==> src/rtl/game_pkg.sv <==
// ---------------------------------------------------------------------------
// game_pkg
// Shared definitions for the match-3 game-flow logic.
//   - OP_* : operation codes sent to the operate datapath on op_code
//   - state_t : swap_sequencer FSM states (also visible on dbg_state)
//   - BOARD_N_DEFAULT : default board side length
//   - opposite_dir() : maps a direction op code to its reverse, used to undo
//     a swap that produced no match
// ---------------------------------------------------------------------------
package game_pkg;

    localparam int BOARD_N_DEFAULT = 8;

    localparam logic [3:0] OP_NONE   = 4'd0;
    localparam logic [3:0] OP_SELECT = 4'd1;
    localparam logic [3:0] OP_UP     = 4'd2;
    localparam logic [3:0] OP_DOWN   = 4'd3;
    localparam logic [3:0] OP_LEFT   = 4'd4;
    localparam logic [3:0] OP_RIGHT  = 4'd5;

    typedef enum logic [2:0] {
        ST_IDLE        = 3'd0,
        ST_SWAP_WAIT   = 3'd1,
        ST_CHECK       = 3'd2,
        ST_FALL        = 3'd3,
        ST_REVERT_WAIT = 3'd4,
        ST_DONE        = 3'd5
    } state_t;

    function automatic logic [3:0] opposite_dir(input logic [3:0] dir);
        case (dir)
            OP_UP:    opposite_dir = OP_DOWN;
            OP_DOWN:  opposite_dir = OP_UP;
            OP_LEFT:  opposite_dir = OP_RIGHT;
            OP_RIGHT: opposite_dir = OP_LEFT;
            default:  opposite_dir = OP_NONE;
        endcase
    endfunction

endpackage

==> src/rtl/cursor_ctrl.sv <==
// ---------------------------------------------------------------------------
// cursor_ctrl
// Combinational cursor stepper: given the current cell and a direction op
// code, returns the neighbouring cell, clamped to the board.
//   i_x, i_y   current column / row
//   i_dir      OP_UP / OP_DOWN / OP_LEFT / OP_RIGHT (anything else: no move)
//   o_x, o_y   stepped (or unchanged, if at the edge) position
//   o_at_edge  1 when the step would leave the board
// Up decreases the row, left decreases the column.
// ---------------------------------------------------------------------------
module cursor_ctrl
    import game_pkg::*;
#(
    parameter int BOARD_N = BOARD_N_DEFAULT
) (
    input  logic [3:0] i_x,
    input  logic [3:0] i_y,
    input  logic [3:0] i_dir,
    output logic [3:0] o_x,
    output logic [3:0] o_y,
    output logic       o_at_edge
);

    localparam logic [3:0] MAX_POS = 4'(BOARD_N - 1);

    always_comb begin
        o_x       = i_x;
        o_y       = i_y;
        o_at_edge = 1'b0;
        case (i_dir)
            OP_UP: begin
                if (i_y == 4'd0) o_at_edge = 1'b1;
                else             o_y = i_y - 4'd1;
            end
            OP_DOWN: begin
                if (i_y == MAX_POS) o_at_edge = 1'b1;
                else                o_y = i_y + 4'd1;
            end
            OP_LEFT: begin
                if (i_x == 4'd0) o_at_edge = 1'b1;
                else             o_x = i_x - 4'd1;
            end
            OP_RIGHT: begin
                if (i_x == MAX_POS) o_at_edge = 1'b1;
                else                o_x = i_x + 4'd1;
            end
            default: o_at_edge = 1'b0;
        endcase
    end

endmodule

==> src/rtl/swap_sequencer.sv <==
// ---------------------------------------------------------------------------
// swap_sequencer
// Game-flow controller for the match-3 board: cursor movement, selection,
// swap commands to operate, then the match -> fall cascade loop. A swap that
// yields no match on its first scan is undone with the opposite move.
// Ports:
//   clk, rst_n                      clock, async active-low reset
//   btn_up/down/left/right/center   one-cycle debounced press pulses
//   cursor_x, cursor_y, selected    cursor state to operate
//   op_valid, op_code, op_moved     operate command / result (result arrives
//                                   the cycle after op_valid)
//   match_req, match_done, match_found   match engine
//   fall_req, fall_done             fall engine
//   busy                            state != IDLE
//   chain_done, combo               end of a successful cascade + its length
//   err_timeout                     sticky watchdog abort flag
//   dbg_state                       current FSM state (state_t encoding)
// Handshake: every *_req / op_valid / chain_done output is a registered strobe,
// high for exactly one cycle; there is no ready/back-pressure. Engine
// *_done inputs are one-cycle pulses and are only honoured in the state that
// waits for them; pulses arriving in any other state are ignored.
// ---------------------------------------------------------------------------
module swap_sequencer
    import game_pkg::*;
#(
    parameter int BOARD_N = BOARD_N_DEFAULT,
    parameter int COMBO_W = 4,
    parameter int TIMEOUT = 1024
) (
    input  logic               clk,
    input  logic               rst_n,
    input  logic               btn_up,
    input  logic               btn_down,
    input  logic               btn_left,
    input  logic               btn_right,
    input  logic               btn_center,
    output logic [3:0]         cursor_x,
    output logic [3:0]         cursor_y,
    output logic               selected,
    output logic               op_valid,
    output logic [3:0]         op_code,
    input  logic               op_moved,
    output logic               match_req,
    input  logic               match_done,
    input  logic               match_found,
    output logic               fall_req,
    input  logic               fall_done,
    output logic               busy,
    output logic               chain_done,
    output logic [COMBO_W-1:0] combo,
    output logic               err_timeout,
    output logic [2:0]         dbg_state
);

    localparam int WD_W = $clog2(TIMEOUT + 1);
    localparam logic [WD_W-1:0] WD_LAST = WD_W'(TIMEOUT - 1);

    state_t             r_state;
    logic [3:0]         r_x, r_y, r_dir, r_op_code;
    logic               r_sel, r_op_valid, r_match_req, r_fall_req, r_chain_done, r_err;
    logic [COMBO_W-1:0] r_combo;
    logic [WD_W-1:0]    r_wd;

    logic [3:0] w_btn_dir, w_dir, w_step_x, w_step_y;
    logic       w_at_edge;

    // Center is handled first by the FSM; among directions up wins, then down,
    // left, right.
    always_comb begin
        w_btn_dir = OP_NONE;
        if (btn_up)         w_btn_dir = OP_UP;
        else if (btn_down)  w_btn_dir = OP_DOWN;
        else if (btn_left)  w_btn_dir = OP_LEFT;
        else if (btn_right) w_btn_dir = OP_RIGHT;
    end

    // One stepper serves all states: live button in IDLE, the undo direction
    // while reverting, the remembered swap direction otherwise.
    always_comb begin
        case (r_state)
            ST_IDLE:        w_dir = w_btn_dir;
            ST_REVERT_WAIT: w_dir = opposite_dir(r_dir);
            default:        w_dir = r_dir;
        endcase
    end

    cursor_ctrl #(.BOARD_N(BOARD_N)) u_cursor (
        .i_x       (r_x),
        .i_y       (r_y),
        .i_dir     (w_dir),
        .o_x       (w_step_x),
        .o_y       (w_step_y),
        .o_at_edge (w_at_edge)
    );

    always_ff @(posedge clk or negedge rst_n) begin
        if (!rst_n) begin
            r_state      <= ST_IDLE;
            r_x          <= 4'd0;
            r_y          <= 4'd0;
            r_dir        <= OP_NONE;
            r_sel        <= 1'b0;
            r_op_valid   <= 1'b0;
            r_op_code    <= OP_NONE;
            r_match_req  <= 1'b0;
            r_fall_req   <= 1'b0;
            r_chain_done <= 1'b0;
            r_combo      <= '0;
            r_err        <= 1'b0;
            r_wd         <= '0;
        end else begin
            r_op_valid   <= 1'b0;
            r_op_code    <= OP_NONE;
            r_match_req  <= 1'b0;
            r_fall_req   <= 1'b0;
            r_chain_done <= 1'b0;
            // Watchdog only runs in the engine-wait states; CHECK<->FALL
            // hand-offs clear it explicitly below.
            if (r_state == ST_CHECK || r_state == ST_FALL) r_wd <= r_wd + 1'b1;
            else                                           r_wd <= '0;

            case (r_state)
                ST_IDLE: begin
                    if (btn_center) begin
                        r_sel <= ~r_sel;
                    end else if (w_btn_dir != OP_NONE) begin
                        if (!r_sel) begin
                            r_x <= w_step_x;
                            r_y <= w_step_y;
                        end else if (!w_at_edge) begin
                            // Cursor stays on the origin cell while operate
                            // performs the swap.
                            r_op_valid <= 1'b1;
                            r_op_code  <= w_btn_dir;
                            r_dir      <= w_btn_dir;
                            r_state    <= ST_SWAP_WAIT;
                        end
                    end
                end
                ST_SWAP_WAIT: begin
                    r_sel <= 1'b0;
                    if (op_moved) begin
                        r_x         <= w_step_x;
                        r_y         <= w_step_y;
                        r_combo     <= '0;
                        r_match_req <= 1'b1;
                        r_state     <= ST_CHECK;
                    end else begin
                        r_state <= ST_IDLE;
                    end
                end
                ST_CHECK: begin
                    if (match_done) begin
                        if (match_found) begin
                            r_fall_req <= 1'b1;
                            r_wd       <= '0;
                            r_state    <= ST_FALL;
                        end else if (r_combo == '0) begin
                            // Undo from the target cell; the cursor walks back
                            // to the origin in REVERT_WAIT.
                            r_op_valid <= 1'b1;
                            r_op_code  <= opposite_dir(r_dir);
                            r_state    <= ST_REVERT_WAIT;
                        end else begin
                            r_chain_done <= 1'b1;
                            r_state      <= ST_DONE;
                        end
                    end else if (r_wd == WD_LAST) begin
                        r_err   <= 1'b1;
                        r_sel   <= 1'b0;
                        r_state <= ST_IDLE;
                    end
                end
                ST_FALL: begin
                    if (fall_done) begin
                        if (r_combo != {COMBO_W{1'b1}}) r_combo <= r_combo + 1'b1;
                        r_match_req <= 1'b1;
                        r_wd        <= '0;
                        r_state     <= ST_CHECK;
                    end else if (r_wd == WD_LAST) begin
                        r_err   <= 1'b1;
                        r_sel   <= 1'b0;
                        r_state <= ST_IDLE;
                    end
                end
                ST_REVERT_WAIT: begin
                    r_x     <= w_step_x;
                    r_y     <= w_step_y;
                    r_state <= ST_IDLE;
                end
                ST_DONE: begin
                    r_state <= ST_IDLE;
                end
                default: r_state <= ST_IDLE;
            endcase
        end
    end

    assign cursor_x    = r_x;
    assign cursor_y    = r_y;
    assign selected    = r_sel;
    assign op_valid    = r_op_valid;
    assign op_code     = r_op_code;
    assign match_req   = r_match_req;
    assign fall_req    = r_fall_req;
    assign chain_done  = r_chain_done;
    assign combo       = r_combo;
    assign err_timeout = r_err;
    assign busy        = (r_state != ST_IDLE);
    assign dbg_state   = r_state;

endmodule

==> config.mk <==
export PLATFORM = sky130hd
export DESIGN_NAME = swap_sequencer
export DESIGN_NICKNAME = d
export VERILOG_FILES = /design/src/rtl/game_pkg.sv /design/src/rtl/cursor_ctrl.sv /design/src/rtl/swap_sequencer.sv
export SDC_FILE = /design/constraint.sdc
export NUM_CORES = 1
export LEC_CHECK = 0
export ABC_AREA = 1
export BUFFER_PORTS_ARGS = -buffer_cell sky130_fd_sc_hd__buf_2
export CAP_MARGIN = 20
export CORE_MARGIN = 4
export CORE_UTILIZATION = 46
export CTS_BUF_LIST = sky130_fd_sc_hd__clkbuf_2 sky130_fd_sc_hd__clkbuf_4 sky130_fd_sc_hd__clkbuf_8
export DETAILED_ROUTE_END_ITERATION = 12
export PLACE_DENSITY = 0.72
export SKIP_LAST_GASP = 1
export SYNTH_ARGS = -nofsm -noshare
export SYNTH_HDL_FRONTEND = slang
export SYNTH_SLANG_ARGS = --single-unit
==> constraint.sdc <==
create_clock -name clk -period 7.2 [get_ports clk]
set_clock_uncertainty 0.2 [all_clocks]
set_input_delay 1.08 -clock clk [delete_from_list [all_inputs] [get_ports clk]]
set_output_delay 1.08 -clock clk [all_outputs]
set_load 0.02 [all_outputs]
Word-level counts from Yosys, hierarchy flattened:

Index checks and enable logic that the tools add are counted.

* flip-flop bits (word level): 40

* muxes and demuxes: 82
* add/subtract/negate cells: 6
* reduce and logical (&&, ||, !) cells: 17
* bitwise operators: 3
* equality and inequality tests: 27

Operators by type and width (number)
* $mux 4: 23
* $mux 11: 4
* $pmux 4 s2: 5
* $mux 3: 11
* $mux 1: 28
* $eq 4x3->1 const B: 6
* $pmux 3 s4: 2
* $pmux 4 s3: 2
* $pmux 11 s2: 1
* $ne 2x2->1 const B: 10
* $eq 4x2->1 const B: 4
* $add 4x1->4 const B: 3
* $logic_not 4->1: 3
* $reduce_and 4->1: 3
* $add 11x1->11 const B: 1
* $eq 11x10->1 const B: 1
* $reduce_and 5->1: 2
* $pmux 1 s4: 2
* $reduce_bool 4->1: 2
* $sub 4x1->4 const B: 2
* $eq 3x2->1 const B: 2
* $pmux 1 s2: 3
* $reduce_bool 3->1: 2
* $ne 4x4->1 const B: 1
* other kinds (9): 12

Depth between registers and ports, before layout:

* depth in word-level cells: 12
* mapped depth: 14
* mapped depth without buffers: 14

Cells and area by module:

From an unflattened synthesis, not the netlist that was laid out.

* cell total of the unflattened synthesis: 369
* area total of the unflattened synthesis: 2572.5 µm²

By module, submodules not included
* swap_sequencer: instances 1, area an instance 1979.4 µm², seq. area each 950.9 µm², cells an instance 243
* cursor_ctrl: instances 1, area an instance 593.1 µm², seq. area each 0.0 µm², cells an instance 126

Least setup slack after synthesis:

Ideal clock, no wire load.

* path kind: input to register
* from: input port btn_right
* to: register r_y[3], in the netlist cursor_y[3]
* data arrival time: 2.712 ns
* path slack: 4.165 ns
* stages: 13
* path buffers: 0
* setup time: 0.123 ns
* cells stage by stage: inv_1 > o21ai_0 > nand3_4 > nand3_4 > nand3_1 > ha_1 > nand2_1 > nor2_1 > a211oi_1 > xor2_1 > nor2_1 > nand2_1 > nand2_1

* word-level cells in the longest chain between the ends: 11
* elaborated cells between the ends (all ways): 16

Ends and longest elaborated chain
* start, declared: line swap_sequencer.sv:35 `input logic btn_right,`
* $mux 3 *: line swap_sequencer.sv:74 `else if (btn_right) w_btn_dir = OP_RIGHT;`
* $mux 3 *: line swap_sequencer.sv:73 `else if (btn_left) w_btn_dir = OP_LEFT;`
* $mux 3 *: line swap_sequencer.sv:72 `else if (btn_down) w_btn_dir = OP_DOWN;`
* $mux 4 *: line swap_sequencer.sv:71 `if (btn_up) w_btn_dir = OP_UP;`
* $pmux 4 s2: line swap_sequencer.sv:80 `case (r_state)`
* $eq 4x2->1: line cursor_ctrl.sv:30 `case (i_dir)`
* $pmux 4 s2: line cursor_ctrl.sv:30
* $mux 4: line swap_sequencer.sv:127 `if (!r_sel) begin`
* $mux 4: line swap_sequencer.sv:126 `end else if (w_btn_dir != OP_NONE) begin`
* $mux 4: line swap_sequencer.sv:124 `if (btn_center) begin`
* $pmux 4 s3: line swap_sequencer.sv:122 `case (r_state)`
* end signal, assigned: line swap_sequencer.sv:129 `r_y <= w_step_y;`
* end signal, assigned: line swap_sequencer.sv:144 `r_y <= w_step_y;`
* end signal, assigned: line swap_sequencer.sv:188 `r_y <= w_step_y;`
* end, declared: line swap_sequencer.sv:59 `logic [3:0] r_x, r_y, r_dir, r_op_code;`

Every way passes the cells marked *; elsewhere a longest branch is shown, timed or not. The select of a mux whose other input is x is not followed.
A chain may end at the register's enable or synchronous reset.

Worst setup path in the final report:

* from: input port btn_down
* to: register r_x[3], in the netlist cursor_x[3]

* word-level cells in the longest chain between the ends: 9
* elaborated cells between the ends (all ways): 14

Ends and longest elaborated chain
* start, declared: line swap_sequencer.sv:33 `input logic btn_down,`
* $mux 3 *: line swap_sequencer.sv:72
* $mux 4 *: line swap_sequencer.sv:71
* $pmux 4 s2: line swap_sequencer.sv:80
* $eq 4x3->1: line cursor_ctrl.sv:30
* $pmux 4 s2: line cursor_ctrl.sv:30
* $mux 4: line swap_sequencer.sv:127
* $mux 4: line swap_sequencer.sv:126
* $mux 4: line swap_sequencer.sv:124
* $pmux 4 s3: line swap_sequencer.sv:122
* end signal, assigned: line swap_sequencer.sv:128 `r_x <= w_step_x;`
* end signal, assigned: line swap_sequencer.sv:143 `r_x <= w_step_x;`
* end signal, assigned: line swap_sequencer.sv:187 `r_x <= w_step_x;`
* end, declared: line swap_sequencer.sv:59

Marks and branches as above.

==> impl_metrics.json <==
{
  "relSlewSlack_pct": 44.4,
  "ir_worst_vdd_mv": 0.174,
  "fin_tns_setup_ps": 0,
  "netlist_area_mm2": 0.00230,
  "cp-start-kind": "input pin",
  "design.die.area_mm2": 0.00620,
  "antenna_found_initial": 0,
  "worst_slew_pin_slew_ps": 834,
  "synthArstFlopShare_pct": 100,
  "path_delay_family": "simple AND/OR/NAND/NOR gates",
  "synthAdderAreaFrac_pct": 5.54,
  "clock_latency_ps": 290,
  "crit_arrival_ps": 2970,
  "syn_inst": 287,
  "rsz0062_at_grt": "no",
  "clock_sinks": 38,
  "cap_violations": 0,
  "hpwlAfterDp_um": 3510,
  "post-cts-setup-buffers": 0,
  "first_pass_iters": 5,
  "synth_seq_cells": 38,
  "synth-edff-count": 0,
  "io_pins": 37,
  "final_util_pct": 55.5,
  "crit_path_cell_trace": "buf_2 -> nor2_2 -> nand2_1 -> nand2_4 -> nand3_4 -> nor2_4 -> nand2_1 -> ha_1 -> a21oi_1 -> o21ai_0 -> xnor2_1 -> nor2_1 -> nand2_1 -> nand2_1",
  "outcome": "finished, final reports clean",
  "vias": 1902,
  "synth-main-ff-cell": "dfrtp_1",
  "crit_top_cell": "nand2_1",
  "grt_pass1_vias": 1830,
  "io_buffers": 35,
  "synth_top_family_by_area": "simple AND/OR/NAND/NOR gates",
  "setup_slack_ps": 4210,
  "seq_area_frac_synth_pct": 41.3,
  "instances_no_fill": 394,
  "period_needed_ps": 2990,
  "diodes": 0,
  "synth.mux.area_fraction_pct": 0,
  "path_class": "in2reg",
  "drc": 0,
  "hold_viol_final": 0,
  "grt_pass1_wl_um": 8080,
  "postRouteAntennaNets": 0,
  "cpMaxStageDelayCell": "ha_1",
  "critPathMaxFanout": 5,
  "cp_data_required_time_ps": 7180,
  "place_ws_ps": 3920,
  "max_stage_delay_ps": 350,
  "synth_top_area_share_pct": 41.3,
  "wl_um": 4530,
  "cts_tree": "built",
  "cts_buffer_depth": 2,
  "critPathBufInv": 1,
  "yosys.area_share.simple_pct": 33.4,
  "synth_top_cells_by_area": "dfrtp_1 (41%), nand2_1 (9.6%), inv_1 (7.3%)",
  "yosys_warnings": 0,
  "max_freq_mhz": 334,
  "dp.cells": 387,
  "final_net_count": 347,
  "drive_gt1_share_pct": 21.7,
  "die_h_um": 78.7,
  "synth_xor_area_share_pct": 3.42,
  "placed_cell_area_mm2": 0.00254,
  "slew_violations": 0,
  "p_leak_uw": 0.00138,
  "grt_max_degree": 39,
  "drt_iter0_markers": 80,
  "setup_viol": 0,
  "grt_usage_pct": 16.3,
  "cts_resized": 0,
  "synth_nets": 307,
  "routabilityCongestion": 0.873,
  "globalRouteOverflowTotal": 0,
  "syn_avg_cell_area_um2": 8.02,
  "wl_per_cell_um": 11.5,
  "synth.largest_area_cell": "dfrtp_1",
  "min_path_type": "reg2reg",
  "core_area_mm2": 0.00479,
  "rows": 25,
  "power.density_mw_per_mm2": 392,
  "synth_cell_type_count": 34,
  "root_buffer": "clkbuf_8",
  "r2r_slack_ps": 4590,
  "end_kind": "flip-flop",
  "ctsHoldBuffers": 0,
  "numCtsBuffers": 5,
  "area_growth_pct": 15.3,
  "synth_compound_area_share_pct": 7.39,
  "initial_core_util_pct": 48.1,
  "fp.dieW_um": 78.7,
  "fin_crit_sh_pct": 41.6,
  "htree_levels": 2,
  "clk_pin_slew_ps": 70,
  "stdcell_area_mm2": 0.00266,
  "post_drt_via_cell_ratio": 4.83,
  "fill_cells": 461
}
[path summary, 6_finish.rpt]
kind | to | from | depth (start not counted)
setup reg to reg | cursor_y[3] | dbg_state[2] | 13
hold reg to reg | err_timeout | err_timeout | 1
max in group asynchronous | cursor_x[1] | rst_n | 1
setup / recovery | cursor_x[3] | btn_down | 14
min in group asynchronous | r_wd[5] | rst_n | 1
hold / removal | err_timeout | err_timeout | 1
[routing by layer]
metal / share of wire, % / global-route usage (%) / vias up / wire length [um]
li1: - / - / 985 / -
met1: 49 / 21.8 / 877 / 2230
met2: 45 / 26.0 / 34 / 2060
met3: 3.7 / 3.63 / 6 / 168
met4: 1.6 / 5.77 / 0 / 73
met5: 0 / 0 / - / 0
[layout make-up]
cell class	count	area, um2	share of cell area [%]
multi-input combinational	198	1150	43.3
timing repair buffer	35	175	6.60
sequential	38	951	35.8
tap	67	83.8	3.16
clock buffer	6	82.6	3.11
clock inverter	1	30.0	1.13
inverter	49	184	6.93
[stage by stage]
stage | power (uW) | hold WS, ps
CTS | 1050 | 294
floorplan | 731 | 273
global route | 1140 | 312
global placement | 848 | 270
finish | 1040 | 291
detailed placement | 861 | 274
[cells in the mapped netlist (2+ instances only)]
cell and number:
a21oi_1 8, dfrtp_1 38, fa_1 2, ha_1 7, inv_1 45, inv_2 4
nand2_1 59, nand2_2 5, nand2_4 2, nand3_1 21, nand3_2 4, nand3_4 3
nand4_1 5, nor2_1 26, nor2_2 6, nor2_4 2, nor3_1 7, nor3b_1 2
o21ai_0 17, o21ai_1 3, xnor2_1 5, xor2_1 4
[layout by cell type, fill, tap and decap left out, types with 2 or more instances in the layout]
| master | instances |
|---|---|
| nor3_1 | 7 |
| xnor2_1 | 5 |
| buf_2 | 35 |
| xor2_1 | 4 |
| nand3_2 | 4 |
| o21ai_1 | 3 |
| nand2_1 | 59 |
| nand3_4 | 3 |
| inv_1 | 45 |
| dfrtp_1 | 38 |
| nand4_1 | 5 |
| inv_2 | 4 |
| nand2_2 | 5 |
| nand3_1 | 21 |
| ha_1 | 7 |
| nor2_4 | 2 |
| clkbuf_8 | 6 |
| nor3b_1 | 2 |
| nor2_2 | 6 |
| nand2_4 | 2 |
| fa_1 | 2 |
| a21oi_1 | 8 |
| o21ai_0 | 17 |
| nor2_1 | 26 |
[sequential cells by signal (all words and copies together) (netlist names), 3 cells and up]
| signal | cells |
|---|---|
| combo | 4 |
| r_wd | 11 |
| r_dir | 3 |
| op_code | 3 |
| dbg_state | 3 |
| cursor_y | 4 |
| cursor_x | 4 |
[logic make-up (layout without fill, tap and decap cells)]
logic type / after synthesis / after routing
compound gates: 32 / 32
xor+xnor: 9 / 9
simple gates: 147 / 147
buf+inv: 51 / 91
flops: 38 / 38
other cells: 1 / 1
fa+ha+maj: 9 / 9
[where the power goes]
group	total (uW)	switching [uW]	internal, uW
Clock	184	72.9	111
Sequential	326	59.6	267
Combinational	532	345	186
Power figures use the tool's default switching activity.
